$ cat config.mk
export PLATFORM = sky130hd
export DESIGN_NAME = hacd_csr_bank_flat
export DESIGN_NICKNAME = d
export VERILOG_FILES = /design/src/rtl/hacd_csr_bank_pkg.sv /design/src/rtl/hacd_csr_bank_if.sv /design/src/rtl/hacd_csr_bank_wm_monitor.sv /design/src/rtl/hacd_csr_bank.sv /design/src/flat_wrapper.sv
export SDC_FILE = /design/constraint.sdc
export NUM_CORES = 1
export LEC_CHECK = 0
export CAP_MARGIN = 30
export CELL_PAD_IN_SITES_DETAIL_PLACEMENT = 0
export CELL_PAD_IN_SITES_GLOBAL_PLACEMENT = 2
export CORE_UTILIZATION = 36
export CTS_CLUSTER_SIZE = 14
export DETAILED_ROUTE_END_ITERATION = 7
export GPL_ROUTABILITY_DRIVEN = 0
export PLACE_DENSITY_LB_ADDON = 0.12
export SLEW_MARGIN = 20
export SYNTH_ARGS = -nofsm -noshare
export SYNTH_HDL_FRONTEND = slang
export SYNTH_SLANG_ARGS = --single-unit
$ cat constraint.sdc
create_clock -name clk_i -period 9.18 [get_ports clk_i]
set_input_delay 2.754 -clock clk_i [delete_from_list [all_inputs] [get_ports clk_i]]
set_output_delay 2.754 -clock clk_i [all_outputs]
set_load 0.1 [all_outputs]
$ cat src/rtl/hacd_csr_bank_pkg.sv
// Shared register offsets, CTRL layout and decode types for the HACD CSR bank.
package hacd_csr_bank_pkg;

  localparam int unsigned HACD_AW = 32;
  localparam int unsigned HACD_DW = 32;

  // Byte offsets of the global registers and of the per-channel window
  localparam logic [31:0] HACD_CTRL_OFF   = 32'h00;
  localparam logic [31:0] HACD_STATUS_OFF = 32'h04;
  localparam logic [31:0] HACD_MASK_OFF   = 32'h08;
  localparam logic [31:0] HACD_CMD_OFF    = 32'h0C;
  localparam logic [31:0] HACD_CH_BASE    = 32'h10;
  localparam logic [31:0] HACD_CH_STRIDE  = 32'h10;

  // High-watermark status/mask bits start here
  localparam int unsigned HACD_HIGH_BIT = 16;

  typedef struct packed {
    logic [29:0] rsvd;
    logic        irq_en;
    logic        mon_en;
  } hacd_ctrl_t;

  typedef enum logic [2:0] {
    REG_CTRL,
    REG_STATUS,
    REG_MASK,
    REG_CMD,
    REG_LOW,
    REG_HIGH,
    REG_FREE,
    REG_EVT
  } hacd_reg_e;

  // STATUS/MASK bits that physically exist for a given channel count
  function automatic logic [31:0] hacd_ch_bits(input int unsigned num_ch);
    logic [31:0] bits;
    bits = '0;
    for (int i = 0; i < 16; i++) begin
      if (i < int'(num_ch)) begin
        bits[i]                 = 1'b1;
        bits[HACD_HIGH_BIT + i] = 1'b1;
      end
    end
    return bits;
  endfunction

endpackage

$ cat src/rtl/hacd_csr_bank_if.sv
// Register bus between the software master and the HACD CSR bank.
interface hacd_csr_bank_if;
  import hacd_csr_bank_pkg::*;

  logic               valid;
  logic               write;
  logic [HACD_AW-1:0] addr;
  logic [HACD_DW-1:0] wdata;
  logic               ready;
  logic [HACD_DW-1:0] rdata;
  logic               error;

  modport master (output valid, write, addr, wdata, input ready, rdata, error);
  modport slave  (input valid, write, addr, wdata, output ready, rdata, error);
endinterface

$ cat src/rtl/hacd_csr_bank_wm_monitor.sv
// One free-page watermark channel: samples the count, detects threshold
// crossings and keeps a saturating count of low-watermark events.
module hacd_wm_monitor #(
  parameter int unsigned CNT_W = 32,
  parameter int unsigned EVT_W = 16
) (
  input  logic             clk,
  input  logic             rst_n,
  input  logic             mon_en,
  input  logic [CNT_W-1:0] free_in,
  input  logic [CNT_W-1:0] low_wm,
  input  logic [CNT_W-1:0] high_wm,
  input  logic             evt_clr,
  output logic [CNT_W-1:0] free_q,
  output logic [EVT_W-1:0] evt_cnt,
  output logic             low_evt,
  output logic             high_evt
);

  localparam logic [EVT_W-1:0] EVT_MAX = '1;

  logic below;
  logic above;
  logic below_q;
  logic above_q;

  assign below    = free_q < low_wm;
  assign above    = free_q > high_wm;
  // Only a fresh crossing is an event; a held condition stays silent
  assign low_evt  = mon_en & below & ~below_q;
  assign high_evt = mon_en & above & ~above_q;

  // Sample the free count and remember the previous condition flags
  always_ff @(posedge clk or negedge rst_n) begin
    if (!rst_n) begin
      free_q  <= '0;
      below_q <= 1'b0;
      above_q <= 1'b0;
    end else begin
      free_q  <= free_in;
      below_q <= mon_en & below;
      above_q <= mon_en & above;
    end
  end

  // Saturating low-event counter; a clear coinciding with an event leaves 1
  always_ff @(posedge clk or negedge rst_n) begin
    if (!rst_n) begin
      evt_cnt <= '0;
    end else if (evt_clr) begin
      evt_cnt <= EVT_W'(low_evt);
    end else if (low_evt && (evt_cnt != EVT_MAX)) begin
      evt_cnt <= evt_cnt + EVT_W'(1);
    end
  end

endmodule

$ cat src/rtl/hacd_csr_bank.sv
// HACD control/status register bank: CTRL/STATUS/MASK/CMD plus per-channel
// watermark registers, watermark monitors and interrupt generation.
module hacd_csr_bank
  import hacd_csr_bank_pkg::*;
#(
  parameter int unsigned NUM_CH     = 1,
  parameter int unsigned CNT_W      = 32,
  parameter int unsigned EVT_W      = 16,
  parameter logic [31:0] LOW_WM_RST = 32'h0
) (
  input  logic                    clk_i,
  input  logic                    rst_ni,
  hacd_csr_bank_if.slave          bus,
  input  logic [NUM_CH*CNT_W-1:0] free_cnt_i,
  output logic [31:0]             hacd_ctrl_q,
  output logic                    infl_trig_o,
  output logic                    defl_trig_o,
  output logic                    infl_interrupt,
  output logic                    defl_interrupt
);

  localparam logic [31:0] CH_BITS  = hacd_ch_bits(NUM_CH);
  localparam int          CH_SHIFT = $clog2(HACD_CH_STRIDE);

  hacd_ctrl_t  ctrl_reg;
  logic [31:0] status_reg;
  logic [31:0] mask_reg;
  logic        infl_trig_reg;
  logic        defl_trig_reg;

  hacd_reg_e   sel;
  logic        dec_err;
  logic [31:0] ch_num;
  logic        wr_ok;
  logic        rd_ok;
  logic [31:0] rdata_next;
  logic [31:0] hw_set;
  logic [31:0] w1c;

  logic [NUM_CH-1:0] low_evt;
  logic [NUM_CH-1:0] high_evt;
  logic [CNT_W-1:0]  low_wm_arr  [NUM_CH];
  logic [CNT_W-1:0]  high_wm_arr [NUM_CH];
  logic [CNT_W-1:0]  free_arr    [NUM_CH];
  logic [EVT_W-1:0]  evt_arr     [NUM_CH];

  assign ch_num = (bus.addr - HACD_CH_BASE) >> CH_SHIFT;

  // Address decode: register select plus every error condition
  always_comb begin
    sel     = REG_CTRL;
    dec_err = 1'b0;
    if (bus.addr[1:0] != 2'b00) begin
      dec_err = 1'b1;
    end else if (bus.addr < HACD_CH_BASE) begin
      case (bus.addr)
        HACD_CTRL_OFF:   sel = REG_CTRL;
        HACD_STATUS_OFF: sel = REG_STATUS;
        HACD_MASK_OFF:   sel = REG_MASK;
        HACD_CMD_OFF:    sel = REG_CMD;
        default:         dec_err = 1'b1;
      endcase
    end else begin
      case (bus.addr[3:2])
        2'd0:    sel = REG_LOW;
        2'd1:    sel = REG_HIGH;
        2'd2:    sel = REG_FREE;
        default: sel = REG_EVT;
      endcase
      if (ch_num >= 32'(NUM_CH)) dec_err = 1'b1;
    end
    if (bus.write && (sel == REG_FREE)) dec_err = 1'b1;
  end

  assign wr_ok = bus.valid &  bus.write & ~dec_err;
  assign rd_ok = bus.valid & ~bus.write & ~dec_err;

  // Combinational read mux; CMD and errored accesses return 0
  always_comb begin
    rdata_next = '0;
    if (rd_ok) begin
      case (sel)
        REG_CTRL:   rdata_next = ctrl_reg;
        REG_STATUS: rdata_next = status_reg;
        REG_MASK:   rdata_next = mask_reg;
        REG_CMD:    rdata_next = '0;
        default: begin
          for (int i = 0; i < int'(NUM_CH); i++) begin
            if (ch_num == 32'(i)) begin
              case (sel)
                REG_LOW:  rdata_next = 32'(low_wm_arr[i]);
                REG_HIGH: rdata_next = 32'(high_wm_arr[i]);
                REG_FREE: rdata_next = 32'(free_arr[i]);
                default:  rdata_next = 32'(evt_arr[i]);
              endcase
            end
          end
        end
      endcase
    end
  end

  assign bus.ready = 1'b1;
  assign bus.rdata = rdata_next;
  assign bus.error = bus.valid & dec_err;

  // Gather monitor events into the STATUS bit layout
  always_comb begin
    hw_set = '0;
    for (int i = 0; i < int'(NUM_CH); i++) begin
      hw_set[i]                 = low_evt[i];
      hw_set[HACD_HIGH_BIT + i] = high_evt[i];
    end
  end

  assign w1c = (wr_ok && (sel == REG_STATUS)) ? (bus.wdata & CH_BITS) : '0;

  // Global registers; hardware set beats a simultaneous W1C
  always_ff @(posedge clk_i or negedge rst_ni) begin
    if (!rst_ni) begin
      ctrl_reg   <= '0;
      mask_reg   <= '0;
      status_reg <= '0;
    end else begin
      if (wr_ok && (sel == REG_CTRL)) ctrl_reg <= hacd_ctrl_t'(bus.wdata);
      if (wr_ok && (sel == REG_MASK)) mask_reg <= bus.wdata & CH_BITS;
      status_reg <= (status_reg & ~w1c) | hw_set;
    end
  end

  // Command pulses: high for exactly the cycle after the CMD write
  always_ff @(posedge clk_i or negedge rst_ni) begin
    if (!rst_ni) begin
      infl_trig_reg <= 1'b0;
      defl_trig_reg <= 1'b0;
    end else begin
      infl_trig_reg <= wr_ok && (sel == REG_CMD) && bus.wdata[0];
      defl_trig_reg <= wr_ok && (sel == REG_CMD) && bus.wdata[1];
    end
  end

  generate
    for (genvar gi = 0; gi < int'(NUM_CH); gi++) begin : g_ch
      logic             ch_hit;
      logic [CNT_W-1:0] low_wm_reg;
      logic [CNT_W-1:0] high_wm_reg;

      assign ch_hit = (ch_num == 32'(gi));

      // Per-channel watermark thresholds
      always_ff @(posedge clk_i or negedge rst_ni) begin
        if (!rst_ni) begin
          low_wm_reg  <= LOW_WM_RST[CNT_W-1:0];
          high_wm_reg <= '1;
        end else if (wr_ok && ch_hit) begin
          if (sel == REG_LOW)  low_wm_reg  <= bus.wdata[CNT_W-1:0];
          if (sel == REG_HIGH) high_wm_reg <= bus.wdata[CNT_W-1:0];
        end
      end

      assign low_wm_arr[gi]  = low_wm_reg;
      assign high_wm_arr[gi] = high_wm_reg;

      hacd_wm_monitor #(
        .CNT_W (CNT_W),
        .EVT_W (EVT_W)
      ) u_mon (
        .clk      (clk_i),
        .rst_n    (rst_ni),
        .mon_en   (ctrl_reg.mon_en),
        .free_in  (free_cnt_i[gi*CNT_W +: CNT_W]),
        .low_wm   (low_wm_reg),
        .high_wm  (high_wm_reg),
        .evt_clr  (wr_ok && ch_hit && (sel == REG_EVT)),
        .free_q   (free_arr[gi]),
        .evt_cnt  (evt_arr[gi]),
        .low_evt  (low_evt[gi]),
        .high_evt (high_evt[gi])
      );
    end
  endgenerate

  assign hacd_ctrl_q    = ctrl_reg;
  assign infl_trig_o    = infl_trig_reg;
  assign defl_trig_o    = defl_trig_reg;
  assign infl_interrupt = ctrl_reg.irq_en &
                          |(status_reg[NUM_CH-1:0] & mask_reg[NUM_CH-1:0]);
  assign defl_interrupt = ctrl_reg.irq_en &
                          |(status_reg[HACD_HIGH_BIT +: NUM_CH] & mask_reg[HACD_HIGH_BIT +: NUM_CH]);

endmodule
$ cat src/flat_wrapper.sv
// flat-port wrapper written by rule: the top's interface ports become plain ports
module hacd_csr_bank_flat import hacd_csr_bank_pkg::*;
#(
  parameter int unsigned NUM_CH     = 1,
  parameter int unsigned CNT_W      = 32,
  parameter int unsigned EVT_W      = 16,
  parameter logic [31:0] LOW_WM_RST = 32'h0
)
  (clk_i, rst_ni, free_cnt_i, hacd_ctrl_q, infl_trig_o, defl_trig_o, infl_interrupt, defl_interrupt, bus_valid, bus_write, bus_addr, bus_wdata, bus_ready, bus_rdata, bus_error);
  hacd_csr_bank_if bus_i ();
  input  logic clk_i;
  input  logic rst_ni;
  input  logic [NUM_CH*CNT_W-1:0] free_cnt_i;
  output logic [31:0] hacd_ctrl_q;
  output logic infl_trig_o;
  output logic defl_trig_o;
  output logic infl_interrupt;
  output logic defl_interrupt;
  input wire logic [$bits(bus_i.valid)-1:0] bus_valid;
  input wire logic [$bits(bus_i.write)-1:0] bus_write;
  input wire logic [$bits(bus_i.addr)-1:0] bus_addr;
  input wire logic [$bits(bus_i.wdata)-1:0] bus_wdata;
  output wire logic [$bits(bus_i.ready)-1:0] bus_ready;
  output wire logic [$bits(bus_i.rdata)-1:0] bus_rdata;
  output wire logic [$bits(bus_i.error)-1:0] bus_error;
  assign bus_i.valid = bus_valid;
  assign bus_i.write = bus_write;
  assign bus_i.addr = bus_addr;
  assign bus_i.wdata = bus_wdata;
  assign bus_ready = bus_i.ready;
  assign bus_rdata = bus_i.rdata;
  assign bus_error = bus_i.error;
  hacd_csr_bank #(.NUM_CH(NUM_CH), .CNT_W(CNT_W), .EVT_W(EVT_W), .LOW_WM_RST(LOW_WM_RST)) u_core (.clk_i(clk_i), .rst_ni(rst_ni), .bus(bus_i), .free_cnt_i(free_cnt_i), .hacd_ctrl_q(hacd_ctrl_q), .infl_trig_o(infl_trig_o), .defl_trig_o(defl_trig_o), .infl_interrupt(infl_interrupt), .defl_interrupt(defl_interrupt));
endmodule
### Word level (Yosys, flattened, before mapping)

Index checks and enable logic that the tools add are counted.

* bits in registers: 182
* bits in latches: 0
* RAM bits: 0
* bits in read-only memories: 0
* bits of input ports: 100
* output and inout bits: 70
* logic and storage cells: 87
* memories: 0

* $add $sub $neg: 2
* $mul: 0
* divide/modulo/power cells: 0
* magnitude comparators: 4
* equality and inequality tests: 13
* shift operators: 0
* multiplexer cells: 16
* bitwise gates (word level): 20
* reductions and logical operators: 19

Operators by type and width (number)
* $pmux 32 s4: 1
* $pmux 32 s3: 1
* $eq 32x4->1 const B: 2
* $logic_not 32->1: 2
* $mux 32: 2
* $and 32x32->32: 1
* $eq 32x3->1 const B: 1
* $gt 32x32->1: 1
* $lt 32x32->1: 1
* $lt 32x5->1 const B: 1
* $mux 16: 2
* $not 32->32: 1
* $or 32x17->32: 1
* $sub 32x5->32 const B: 1
* $ge 28x1->1 const B: 1
* $mux 17: 1
* $add 16x1->16 const B: 1
* $ne 16x16->1 const B: 1
* $and 1x1->1: 13
* $eq 3x3->1 const B: 4
* $pmux 2 s3: 2
* $logic_and 1x1->1: 10
* $eq 3x2->1 const B: 2
* $mux 3: 2
* 10 further kinds: 19

### Logic depth before layout (Yosys ltp)

* depth after elaboration: 14
* gate-level depth with buffers: 10

### Hierarchy

Synthesis repeated with hierarchy kept, for this count alone.

* cells, all modules: 873
* area total of the unflattened synthesis: 9175.0 µm²

Modules (own cells, without submodules)
* hacd_csr_bank: times used 1, cells each 506, area an instance 5670.4 µm², sequential area each 2592.5 µm²
* hacd_wm_monitor: times used 1, cells each 367, area an instance 3504.6 µm², sequential area each 1251.2 µm²

### Worst setup path after synthesis

No wires, ideal clock.

* path kind: input to output
* start: in bus_addr[27]
* end: out bus_rdata[10]
* arrival: 6.594 ns
* data required time: 6.426 ns
* setup slack: -0.168 ns
* cell stages on the path: 7
* cell sequence: nor4_1 -> nand4_1 -> nor2_1 -> nand4b_1 -> nand2b_1 -> clkbuf_1 -> o32ai_1

* cells in the longest elaborated chain, start to end: 10
* elaborated cells between the ends (all ways): 31
* classes of those cells: add/sub (1); order compare (2); eq/ne (9); mux (12); bitwise (2); reduce/logical (5)

RTL lines
* start, declared: line flat_wrapper.sv:21 `input wire logic [$bits(bus_i.addr)-1:0] bus_addr;`
* parallel branches: the longest is 9 deep, another holds $sub 32x5->32
* $mux 32 (*): line hacd_csr_bank.sv:81 `if (rd_ok) begin`
* end, declared: line flat_wrapper.sv:24 `output wire logic [$bits(bus_i.rdata)-1:0] bus_rdata;`

Mark *: on every way between the ends.

### Worst setup path after layout

* start: in bus_addr[15]
* end: out bus_rdata[2]

Same word-level chain as after synthesis.

==> impl_metrics.tcl <==
set metrics [dict create \
    clk_latency_ps 430 \
    dp_cells 1277 \
    timing.final.crit_share_pct 92.7 \
    synth_fp_nets 973 \
    drive_gt1_share_pct 22.7 \
    ctsLongestPathBuffers 2 \
    synthFlopType "dfrtp_1" \
    cts_setup_buffers 0 \
    place.detailed.hpwl_mm 18.8 \
    yosys-mux-area-fraction_pct 15.2 \
    first_iter_violations 318 \
    synth_top_family_by_area "multiplexers" \
    rsz0062_at_grt "no" \
    status "finished, final reports clean" \
    ys_seq_area_share_pct 45.2 \
    route.detailed.drc 0 \
    yosys_warnings 0 \
    pre_cts_slack_ps 712 \
    syn_inst 809 \
    coreArea_sq_um 22900 \
    synth-edff-count 0 \
    nNetsFinal 1148 \
    cts-resized-gates 0 \
    fmax_ghz 0.118 \
    rows 55 \
    grt_pass1_vias 7361 \
    slew_violations 0 \
    area_growth_pct 36.8 \
    cts_hold_buf 0 \
    antenna_found_initial 1 \
    gr-usage-all-layers_pct 22.1 \
    tightest_slew_ps 990 \
    required_ps 6430 \
    cp_slowest_cell "nand2b_1" \
    hp-class "flip-flop to flip-flop" \
    crit_arrival_ps 5760 \
    pin_count 170 \
    ys_async_sr_fraction_pct 100 \
    path_max_fanout 18 \
    path_class "input pin to output port" \
    final_area_sq_um 11600 \
    clock-sinks 152 \
    cts_buffers 17 \
    p_leak_uw 0.00491 \
    cp-start-kind "input pin" \
    startpoint "bus_addr[15]" \
    drv_cap 0 \
    register_area_sq_um 3840 \
    fin_cells 1310 \
    grt-ovfl-total 0 \
    port_buffers 168 \
    final_common_cell "clkdlybuf4s50_1" \
    root_buffer "clkbuf_16" \
    multi_input_area_sq_um 4210 \
    synth_area_per_cell_sq_um 10.5 \
    grt_pass1_wl_mm 40.8 \
    grt_max_degree 79 \
    power_density_nw_per_um2 133 \
    cp_slowest_stage_delay_ps 580 \
    peakVddDrop_uv 100 \
    hold_viol 0 \
    min-delay-start "u_core.g_ch[0].u_mon.above_q$_DFF_PN0_" \
    fin_worst_skew_ps 14.9 \
    crit_chain "clkdlybuf4s50_1 > nor4_1 > nand4_1 > nor2_1 > nand4b_1 > buf_4 > nand2b_1 > o32ai_1 > buf_12" \
    h-tree-depth 4 \
    setup_viol 0 \
    cts_tree "yes" \
    postRouteAntennaNets 0 \
    ys_ff_latch 152 \
    period_needed_ps 8510 \
    place_area_sq_um 11000 \
    r2r_start "u_core.g_ch[0].low_wm_reg[9]$_DFFE_PN0P_" \
    synth_compound_area_share_pct 13.1 \
    wl_per_cell_microns 19.6 \
    vias 6875 \
    clkSlewWorstSetupHoldPaths_ps 70 \
    die_x_microns 156 \
    relSlewSlack_pct 33.8 \
    synth.distinct_cells 53 \
    num_antenna_cells 0 \
    layout_setup_ws_ps 670 \
    power_uw 1550 \
    final_cell_mix "134 x clkdlybuf4s50_1, 120 x dfrtp_1, 98 x mux2_2" \
    cp-end-kind "output port" \
    crit_family "simple AND/OR/NAND/NOR gates" \
    firstDrtPassIters 5 \
    initial_core_util_pct 37.1 \
    die_area_sq_um 24300 \
    fill_cells 2101 \
    setup-tns-final_ps 0 \
    wl_mm 25.7 \
    syn_area_sq_um 8510 \
    synth_fa_ha_area_share_pct 9.41 \
    crit_buf_inv 3 \
    yosys.area_share.simple_pct 11.1 \
    synth_xor_area_share_pct 0.618 \
    vias_per_cell 5.25 \
    dieHeight_microns 156 \
]
==> stage by stage <==
stage | utilization, % | hold WS [ps]
after floorplan | - | 426
after global placement | 47.6 | 442
after detailed placement | 48.0 | 451
after CTS | 50.7 | 459
after global routing | 50.8 | 480
final | 50.8 | 460
==> worst paths after layout <==
path | endpoint | slack, ps | cells past startpoint
worst min-delay path | u_core.status_reg[16]$_DFF_PN0_ | 460 | 1
worst min register to register | u_core.status_reg[16]$_DFF_PN0_ | 460 | 1
max in group asynchronous | u_core.g_ch[0].high_wm_reg[19]$_DFFE_PN1P_ | 5580 | 3
worst max register to register | u_core.g_ch[0].u_mon.evt_cnt[15]$_DFFE_PN0P_ | 5940 | 9
min in group asynchronous | u_core.hacd_ctrl_q[3]$_DFFE_PN0P_ | 2320 | 1
worst max-delay path | bus_rdata[2] | 670 | 9
==> synthesized netlist by cell type, types with 5 or more instances <==
cell,number,area share [%]
nand4_1,20,1.5
nand3_1,14,0.82
o21ai_0,38,2.2
a22o_1,15,1.5
a211oi_1,20,1.8
a21o_1,8,0.71
ha_1,64,9.4
clkbuf_1,21,0.93
dfrtp_1,120,35
inv_1,85,3.8
nor2b_1,8,0.59
a22oi_1,17,1.5
buf_1,11,0.49
nand2_1,43,1.9
mux2_2,98,13
nor4_1,12,0.88
and3_1,13,0.96
dfstp_2,32,9.9
nand2b_1,5,0.37
nor2_1,56,2.5
o32ai_1,15,1.5
a21oi_1,22,1.3
mux2i_1,17,2.0
==> logic make-up after synthesis <==
family | Yosys count
AND/OR/NAND/NOR | 190
adder cells (fa/ha/maj) | 64
XOR/XNOR | 6
AO/OA/AOI/OAI | 161
other | 1
flip-flops | 152
buffers and inverters | 119
multiplexers | 116
==> power breakdown <==
group,leakage (uW),internal (uW),switching [uW]
Sequential,0.00186,677,7.71
Combinational,0.00276,67.5,69.9
Clock,0.000292,413,317
Total,0.00491,1160,395
==> layer usage <==
metal  track usage, %  vias up  wire length (microns)
met5                0        -                      0
met4             7.05        0                    547
met3             4.86       36                   1210
met1             26.7     3386                  10900
met2             39.1      182                  13100
li1                 -     3271                      -
==> layout make-up <==
class	count	area share (%)
Clock buffer	17	3.66
Clock inverter	15	1.54
Inverter	85	2.74
Multi-Input combinational cell	538	36.2
Sequential cell	152	33.0
Tap cell	313	3.37
Timing Repair Buffer	190	19.5
(Power assumes the default switching activity.)
